$ cat config.mk
export PLATFORM = sky130hd
export DESIGN_NAME = sketch_wr_ctrl
export DESIGN_NICKNAME = d
export VERILOG_FILES = /design/src/rtl/sketch_pkg.sv /design/src/rtl/sketch_cursor.sv /design/src/rtl/sketch_wr_ctrl.sv
export SDC_FILE = /design/constraint.sdc
export NUM_CORES = 1
export LEC_CHECK = 0
export ABC_AREA = 1
export BUFFER_PORTS_ARGS = -buffer_cell sky130_fd_sc_hd__buf_2
export CORE_UTILIZATION = 63
export DETAILED_ROUTE_END_ITERATION = 6
export PLACE_DENSITY = 0.86
export SLEW_MARGIN = 40
export SYNTH_ARGS = -nofsm -noshare
export SYNTH_HDL_FRONTEND = slang
export SYNTH_SLANG_ARGS = --single-unit
export TNS_END_PERCENT = 30
$ cat constraint.sdc
create_clock -name clk -period 2.84 [get_ports clk]
set_input_delay 0.568 -clock clk [delete_from_list [all_inputs] [get_ports clk]]
set_output_delay 0.568 -clock clk [all_outputs]
set_load 0.02 [all_outputs]
$ cat src/rtl/sketch_pkg.sv
// Shared definitions for the etch-a-sketch frame-buffer write path.
package sketch_pkg;

  localparam int BMP_BITS  = 7;
  localparam int ADDR_BITS = 14;
  localparam int RGB_BITS  = 3;

  localparam logic [BMP_BITS-1:0] BMP_MAX = 7'd127;

  typedef enum logic [1:0] {
    IDLE,
    PLOT,
    CLEAR
  } state_t;

endpackage

$ cat src/rtl/sketch_cursor.sv
// Cursor position registers with saturating single-pixel steps.
module sketch_cursor
  import sketch_pkg::*;
#(
  parameter int HOME_X = 64,
  parameter int HOME_Y = 64
) (
  input  logic                clk,
  input  logic                reset,
  input  logic                step,
  input  logic                btn_up,
  input  logic                btn_down,
  input  logic                btn_left,
  input  logic                btn_right,
  output logic [BMP_BITS-1:0] dot_x,
  output logic [BMP_BITS-1:0] dot_y,
  output logic [BMP_BITS-1:0] nxt_x,
  output logic [BMP_BITS-1:0] nxt_y
);

  // Candidate position for the next step; opposing buttons cancel, edges clamp.
  always_comb begin
    nxt_x = dot_x;
    nxt_y = dot_y;
    if (btn_left && !btn_right) begin
      if (dot_x != '0) nxt_x = dot_x - 1'b1;
    end else if (btn_right && !btn_left) begin
      if (dot_x != BMP_MAX) nxt_x = dot_x + 1'b1;
    end
    if (btn_up && !btn_down) begin
      if (dot_y != '0) nxt_y = dot_y - 1'b1;
    end else if (btn_down && !btn_up) begin
      if (dot_y != BMP_MAX) nxt_y = dot_y + 1'b1;
    end
  end

  // Position register: re-homes on reset, moves only on a step strobe.
  always_ff @(posedge clk or posedge reset) begin
    if (reset) begin
      dot_x <= BMP_BITS'(HOME_X);
      dot_y <= BMP_BITS'(HOME_Y);
    end else if (step) begin
      dot_x <= nxt_x;
      dot_y <= nxt_y;
    end
  end

endmodule

$ cat src/rtl/sketch_wr_ctrl.sv
// Bitmap RAM write-port controller: arbitrates cursor plots and full-screen clears.
module sketch_wr_ctrl
  import sketch_pkg::*;
#(
  parameter int                  MOVE_DIV    = 4,
  parameter int                  HOME_X      = 64,
  parameter int                  HOME_Y      = 64,
  parameter logic [RGB_BITS-1:0] CLEAR_COLOR = 3'b000
) (
  input  logic                 clk,
  input  logic                 reset,
  input  logic                 refr_tick,
  input  logic                 btn_up,
  input  logic                 btn_down,
  input  logic                 btn_left,
  input  logic                 btn_right,
  input  logic                 btn_clr,
  input  logic [RGB_BITS-1:0]  sw,
  output logic                 we,
  output logic [ADDR_BITS-1:0] wr_addr,
  output logic [RGB_BITS-1:0]  wr_data,
  output logic [BMP_BITS-1:0]  dot_x,
  output logic [BMP_BITS-1:0]  dot_y,
  output logic                 busy
);

  localparam int                    FCNT_W    = (MOVE_DIV > 1) ? $clog2(MOVE_DIV) : 1;
  localparam logic [FCNT_W-1:0]     FCNT_LAST = FCNT_W'(MOVE_DIV - 1);
  localparam logic [ADDR_BITS-1:0]  ADDR_LAST = '1;

  state_t                state, state_nxt;
  logic [FCNT_W-1:0]     fcnt, fcnt_nxt;
  logic [ADDR_BITS-1:0]  clr_cnt, clr_cnt_nxt;
  logic                  clr_pend, clr_pend_nxt;
  logic                  we_nxt, busy_nxt, step;
  logic [ADDR_BITS-1:0]  wr_addr_nxt;
  logic [RGB_BITS-1:0]   wr_data_nxt;
  logic [BMP_BITS-1:0]   nxt_x, nxt_y;
  logic                  any_btn;

  assign any_btn = btn_up | btn_down | btn_left | btn_right;

  sketch_cursor #(
    .HOME_X (HOME_X),
    .HOME_Y (HOME_Y)
  ) u_cursor (
    .clk       (clk),
    .reset     (reset),
    .step      (step),
    .btn_up    (btn_up),
    .btn_down  (btn_down),
    .btn_left  (btn_left),
    .btn_right (btn_right),
    .dot_x     (dot_x),
    .dot_y     (dot_y),
    .nxt_x     (nxt_x),
    .nxt_y     (nxt_y)
  );

  // Next state plus the next value of every registered output; a pending clear
  // outranks a same-cycle step so the step is dropped and fcnt left alone.
  always_comb begin
    state_nxt    = state;
    fcnt_nxt     = fcnt;
    clr_cnt_nxt  = clr_cnt;
    clr_pend_nxt = clr_pend;
    we_nxt       = 1'b0;
    wr_addr_nxt  = wr_addr;
    wr_data_nxt  = wr_data;
    busy_nxt     = 1'b0;
    step         = 1'b0;

    if (btn_clr && state != CLEAR) clr_pend_nxt = 1'b1;

    unique case (state)
      IDLE: begin
        if (clr_pend || btn_clr) begin
          state_nxt    = CLEAR;
          clr_cnt_nxt  = '0;
          clr_pend_nxt = 1'b0;
          we_nxt       = 1'b1;
          wr_addr_nxt  = '0;
          wr_data_nxt  = CLEAR_COLOR;
          busy_nxt     = 1'b1;
        end else if (refr_tick) begin
          if (fcnt == FCNT_LAST) begin
            fcnt_nxt = '0;
            if (any_btn) begin
              step        = 1'b1;
              state_nxt   = PLOT;
              we_nxt      = 1'b1;
              wr_addr_nxt = {nxt_y, nxt_x};
              wr_data_nxt = sw;
            end
          end else begin
            fcnt_nxt = fcnt + 1'b1;
          end
        end
      end
      PLOT: begin
        state_nxt = IDLE;
      end
      CLEAR: begin
        we_nxt = 1'b1;
        if (clr_cnt == ADDR_LAST) begin
          // Hand straight over to a cursor redraw at the unchanged position.
          state_nxt   = PLOT;
          fcnt_nxt    = '0;
          wr_addr_nxt = {dot_y, dot_x};
          wr_data_nxt = sw;
        end else begin
          clr_cnt_nxt = clr_cnt + 1'b1;
          wr_addr_nxt = clr_cnt + 1'b1;
          wr_data_nxt = CLEAR_COLOR;
          busy_nxt    = 1'b1;
        end
      end
      default: begin
        state_nxt = IDLE;
      end
    endcase
  end

  // State, counters and registered RAM-side outputs; reset aborts any clear at once.
  always_ff @(posedge clk or posedge reset) begin
    if (reset) begin
      state    <= IDLE;
      fcnt     <= '0;
      clr_cnt  <= '0;
      clr_pend <= 1'b0;
      we       <= 1'b0;
      wr_addr  <= '0;
      wr_data  <= '0;
      busy     <= 1'b0;
    end else begin
      state    <= state_nxt;
      fcnt     <= fcnt_nxt;
      clr_cnt  <= clr_cnt_nxt;
      clr_pend <= clr_pend_nxt;
      we       <= we_nxt;
      wr_addr  <= wr_addr_nxt;
      wr_data  <= wr_data_nxt;
      busy     <= busy_nxt;
    end
  end

endmodule
Word-level counts from Yosys, hierarchy flattened
Index checks and enable logic that the tools add are counted.
{"block": "word_totals", "register_bits": 52, "input_bits": 11, "output_inout_bits": 33, "elab_cells": 98}
{"block": "op_classes", "addsub": 6, "n_eq_ne": 14, "n_mux": 47, "bitwise_logic": 3, "reduce_logical": 18}
{"op": "2-to-1 mux 14 bit", "n": 7}
{"op": "2-to-1 mux 7 bit", "n": 8}
{"op": "one-hot mux 14 bit (2 select lines)", "n": 2}
{"op": "2-to-1 mux 2 bit", "n": 9}
{"op": "2-to-1 mux 3 bit", "n": 5}
{"op": "adder 14 x 1 -> 14 bit (second input constant)", "n": 1}
{"op": "adder 7 x 1 -> 7 bit (second input constant)", "n": 2}
{"op": "equality test 14 bit (second input constant)", "n": 1}
{"op": "inequality test 7 bit (second input constant)", "n": 2}
{"op": "nonzero test 7 bit", "n": 2}
{"op": "subtractor 7 x 1 -> 7 bit (second input constant)", "n": 2}
{"op": "inequality test 2 bit (second input constant)", "n": 6}
{"op": "AND reduction 4 bit", "n": 3}
{"op": "2-to-1 mux 1 bit", "n": 11}
{"op": "inequality test 3 bit (second input constant)", "n": 3}
{"op": "one-hot mux 2 bit (2 select lines)", "n": 2}
{"op": "one-hot mux 3 bit (2 select lines)", "n": 1}
{"op": "logical AND 1 bit", "n": 5}
{"op": "equality test 2 bit (second input constant)", "n": 2}
{"op": "logical NOT 1 bit", "n": 4}
{"op": "one-hot mux 1 bit (2 select lines)", "n": 2}
{"op": "bitwise OR 1 bit", "n": 3}
{"op": "AND reduction 3 bit", "n": 1}
{"op": "adder 2 x 1 -> 2 bit (second input constant)", "n": 1}
{"op": "other kinds (3)", "n": 3}

Logic depth before layout (Yosys ltp)
{"block": "depth", "word_depth": 9, "ltp_mapped": 13, "mapped_depth_nobuf": 13}

Cells and area by module
From an unflattened synthesis, not the netlist that was laid out.
{"block": "hier_totals", "hier_cells": 534, "hier_area_um2": 3636.0}
{"mod": "sketch_wr_ctrl", "instances": 1, "cells_each": 300, "area_each_um2": 2194.6, "seq_area_each_um2": 950.9}
{"mod": "sketch_cursor", "instances": 1, "cells_each": 234, "area_each_um2": 1441.4, "seq_area_each_um2": 352.8}

Least setup slack after synthesis
No wires, ideal clock.
{"block": "synth_timing", "kind": "register to register", "startpoint": "register u_cursor.dot_y[0]", "endpoint": "register wr_addr[7]", "setup_ns": 0.117, "arrival_ns": 1.579, "required_ns": 2.723, "path_slack_ns": 1.144, "path_stages_with_launch": 13, "path_buffers": 0, "synth_period_minus_slack_ns": 1.696, "cell_sequence": "dfrtp_1 > inv_1 > ha_1 > nand2_1 > nor2_1 > nor2_1 > inv_1 > nand2_1 > nand2_1 > nand3_1 > nand2_1 > nand2_1 > nand2_1"}
{"block": "synth_between", "elab_chain_len": 9, "elab_cells_between_ends": 14, "classes_between": "add/sub: 2; eq/ne: 1; mux: 10; reduce/logical: 1"}
{"item": "from (decl)", "line": "sketch_cursor.sv:16", "source": "output logic [BMP_BITS-1:0] dot_y,"}
{"item": "from (signal assigned)", "line": "sketch_cursor.sv:41", "source": "dot_y <= BMP_BITS'(HOME_Y);"}
{"item": "from (signal assigned)", "line": "sketch_cursor.sv:44", "source": "dot_y <= nxt_y;"}
{"item": "adder 7 x 1 -> 7 bit or inequality test 7 bit (tied branches)", "line": "sketch_cursor.sv:33", "source": "if (dot_y != BMP_MAX) nxt_y = dot_y + 1'b1;"}
{"item": "2-to-1 mux 7 bit", "line": "sketch_cursor.sv:33"}
{"item": "2-to-1 mux 7 bit", "line": "sketch_cursor.sv:32", "source": "end else if (btn_down && !btn_up) begin"}
{"item": "2-to-1 mux 7 bit", "line": "sketch_cursor.sv:30", "source": "if (btn_up && !btn_down) begin"}
{"item": "2-to-1 mux 14 bit", "line": "sketch_wr_ctrl.sv:88", "source": "if (any_btn) begin"}
{"item": "2-to-1 mux 14 bit", "line": "sketch_wr_ctrl.sv:86", "source": "if (fcnt == FCNT_LAST) begin"}
{"item": "2-to-1 mux 14 bit", "line": "sketch_wr_ctrl.sv:85", "source": "end else if (refr_tick) begin"}
{"item": "2-to-1 mux 14 bit", "line": "sketch_wr_ctrl.sv:77", "source": "if (clr_pend || btn_clr) begin"}
{"item": "one-hot mux 14 bit (2 select lines) *", "line": "sketch_wr_ctrl.sv:75", "source": "unique case (state)"}
{"item": "to (signal assigned)", "line": "sketch_wr_ctrl.sv:141", "source": "wr_addr <= wr_addr_nxt;"}
{"item": "to (decl)", "line": "sketch_wr_ctrl.sv:20", "source": "output logic [ADDR_BITS-1:0] wr_addr,"}
Mark *: on every way between the ends. The rest lies on a longest branch, timed or not. The select of a mux whose other input is x is not followed.
A chain may end at the register's enable or synchronous reset.

Worst setup path in the final report
{"block": "layout_timing", "startpoint": "register clr_cnt[1]", "endpoint": "register fcnt[0]"}
{"block": "layout_between", "elab_chain_len": 3}
{"item": "from (decl)", "line": "sketch_wr_ctrl.sv:33", "source": "logic [ADDR_BITS-1:0] clr_cnt, clr_cnt_nxt;"}
{"item": "from (signal assigned)", "line": "sketch_wr_ctrl.sv:138", "source": "clr_cnt <= clr_cnt_nxt;"}
{"item": "equality test 14 bit", "line": "sketch_wr_ctrl.sv:105", "source": "if (clr_cnt == ADDR_LAST) begin"}
{"item": "inequality test 2 bit (no source line)"}
{"item": "AND reduction 4 bit (no source line)"}
{"item": "to (signal assigned)", "line": "sketch_wr_ctrl.sv:137", "source": "fcnt <= fcnt_nxt;"}
{"item": "to (decl)", "line": "sketch_wr_ctrl.sv:32", "source": "logic [FCNT_W-1:0] fcnt, fcnt_nxt;"}
Every way passes these cells.

==> key figures <==
Die
  – Core area: 5240 sq um
  – Die Width: 76.4 um
  – Initial core utilization: 66.7%
  – Die area: 5840 sq um
  – Die height: 76.4 um
  – FP Rows: 26
  – I/O pin total: 44

CTS
  – Root Buffer: clkbuf_8
  – CTS max path bufs: 2
  – Num CTS Buffers: 5
  – CTS tree: built
  – CTS resizes: 0
  – Hold_buf cts: 0
  – Clk pin slew, worst setup/hold paths: 110 ps
  – CTS Sinks: 52
  – Post-CTS Repair Setup Buffers: 0
  – Clock Latency Late Sink: 320 ps
  – H-tree depth: 2

Yosys
  – Top-count cell post-synth: nand2_1
  – Top post-synthesis cells by count: nand2_1 (186), nand3_1 (51), dfrtp_1 (50), inv_1 (50), nor2_1 (41)
  – Syn_area_per_cell: 6.98 sq um
  – Yosys top cell area share: 35.8%
  – Mapped cell area: 3490 sq um
  – Synth area leaders: dfrtp_1 (36%), nand2_1 (20%), nand3_1 (7.3%)
  – Mapped Cells: 500
  – Number of synthesized register bits: 52
  – Synth area leader: dfrtp_1
  – Yosys cell types: 34
  – Post-synth EDFFs: 0
  – Syn. warnings: 0
  – Synth Flop Type: dfrtp_1
  – Async SR Flop Fraction: 100%
  – Syn Nets: 519
  – Sequential fraction of the synthesis area: 37.3%

Worst hold path
  – HP Class: in -> async

Power and ir drop
  – Clk network pwr share: 40.2%
  – Sw frac: 23.8%
  – Maximum VDD drop: 0.000190 V
  – Combinational Power Share: 4.7%
  – LEAKAGE: 2.06 nW
  – Cell Int Power: 1.02 mW
  – Sw Pwr: 319 uW
  – Pwr/cell area: 346 nW/um^2
  – Reg power frac: 55.2%

Routing
  – 1st-pass router iterations: 5
  – DRC Markers: 0
  – Via count: 3436
  – Vias per cell: 5.60
  – Routed wire length per instance: 14.1 um
  – DRT iter0 DRCs: 265
  – Total length of routed wires: 8650 um
  – Post-route antenna net violation count: 0

Placement
  – Post-DP HPWL: 6250 um
  – I/O Buffers: 43
  – RePlAce Congestion: 0.915

Job
  – Total of max-cap violations: 0

Layout
  – Area Growth Syn to Fin: 11.0%
  – # diodes: 0
  – Share of layout cells above drive strength 1: 15.6%
  – Final Util: 74.0%
  – Nets: 562

Timing
  – FMAX: 488 MHz
  – Fin Clk Skew: 8.40 ps
  – Setup TNS Final: 0 ps
  – Final hold vios: 0
  – Min Hold Slack: 409 ps
  – Crit share post-route: 72.2%
  – Max Transition Viols Final: 0
  – Slew margin rel.: 55.2%
  – Final setup fails: 0
  – Worst Tran Pin Value: 672 ps
  – Final period demand of the worst path: 2050 ps
  – Unrepaired setup endpoints after global routing: false

Critical path
  – Max Fanout on Critical Path: 16
  – CP endpoint kind: register
  – Worst path arrival time: 2270 ps
  – Reg2reg setup slack: 790 ps
  – Crit path kind: reg -> reg
  – Critical path launch point type: register
  – WP data required: 3060 ps

Global routing
  – Initial antenna violation count: 0
  – First-pass GRT wire length: 14800 um
  – Gr usage total: 31.5%
  – Vias in the first global route: 3267
  – GRT overflow: 0
  – Largest net degree at the start of global routing: 53

Status
  – Status: finished clean
## worst max-delay path, stage by stage, from the launching register on
cell and delay, ps:
dfrtp_1 390, ha_1 230, nand3_2 150, nor3_4 290, nand2_4 210, nand2_4 160
o21ai_4 180, nor2_4 140, nand2_2 70, nand2_1 70, o21ai_2 50
## cell usage in the layout, fill, tap and decap left out, drive strengths merged, types with 5 or more instances in the layout
| cell type | synthesis | final |
|---|---|---|
| a21oi | 11 | 11 |
| buf | 10 | 48 |
| clkbuf | 2 | 5 |
| dfrtp | 50 | 50 |
| ha | 8 | 8 |
| inv | 50 | 51 |
| nand2 | 189 | 189 |
| nand3 | 53 | 53 |
| nand4 | 11 | 11 |
| nor2 | 44 | 44 |
| nor3 | 7 | 7 |
| o21ai | 38 | 38 |
| xor2 | 15 | 15 |
## stage by stage
step	cells	setup WS, ps	cell area, sq um	total power, mW
after floorplan	500	1020	3490	0.795
after global placement	606	851	3760	0.816
after detailed placement	606	758	3760	0.816
after CTS	614	784	3880	1.35
after global routing	614	636	3880	1.38
final	614	789	3880	1.34
## power by group through the flow
| stage | Combinational, mW | Clock (mW) | Sequential (mW) |
|---|---|---|---|
| finish | 0.0625 | 0.539 | 0.740 |
| global route | 0.0722 | 0.567 | 0.740 |
| CTS | 0.0622 | 0.545 | 0.740 |
| detailed placement | 0.0617 | 0 | 0.754 |
| global placement | 0.0619 | 0 | 0.754 |
| floorplan | 0.0409 | 0 | 0.754 |
## worst paths after layout
kind / start / to / cells past startpoint
min in group clk: wr_data[2] / wr_data[2] / 2
max in group asynchronous: reset / u_cursor.dot_x[0] / 3
worst max register to register: clr_cnt[1] / fcnt[0] / 10
worst max-delay path: clr_cnt[1] / fcnt[0] / 10
worst min register to register: wr_data[2] / wr_data[2] / 2
worst min-delay path: reset / wr_addr[6] / 3
## kinds of logic after synthesis
group	share of synthesized area, %
AO/OA/AOI/OAI	10.1
XOR/XNOR	4.01
adder cells (fa/ha/maj)	2.87
buffers and inverters	7.74
flip-flops	37.3
AND/OR/NAND/NOR	37.9
## routing by layer
layer	share of wire, %	routed length [um]	global-route usage [%]	up-vias
li1	-	-	-	1686
met1	45	3850	43.5	1601
met2	47	4100	50.4	132
met3	6.3	546	4.91	17
met4	1.7	150	11.0	0
met5	0	0	0	-
## registers in the layout (all words and copies together), names as in the netlist
signal          flops
fcnt                2
we                  1
wr_addr            14
wr_data             3
clr_pend            1
busy                1
u_cursor.dot_y      7
u_cursor.dot_x      7
state               2
clr_cnt            14
## cell type report
class | instances | area (sq um)
well taps | 70 | 87.6
clock inverters | 3 | 46.3
inverters | 52 | 200
flip-flops and latches | 52 | 1300
clock buffers | 5 | 68.8
multi-input cells | 384 | 1920
repair buffers | 48 | 253
fillers | 416 | 1360
Note: power is estimated with default switching activity, not from simulation.
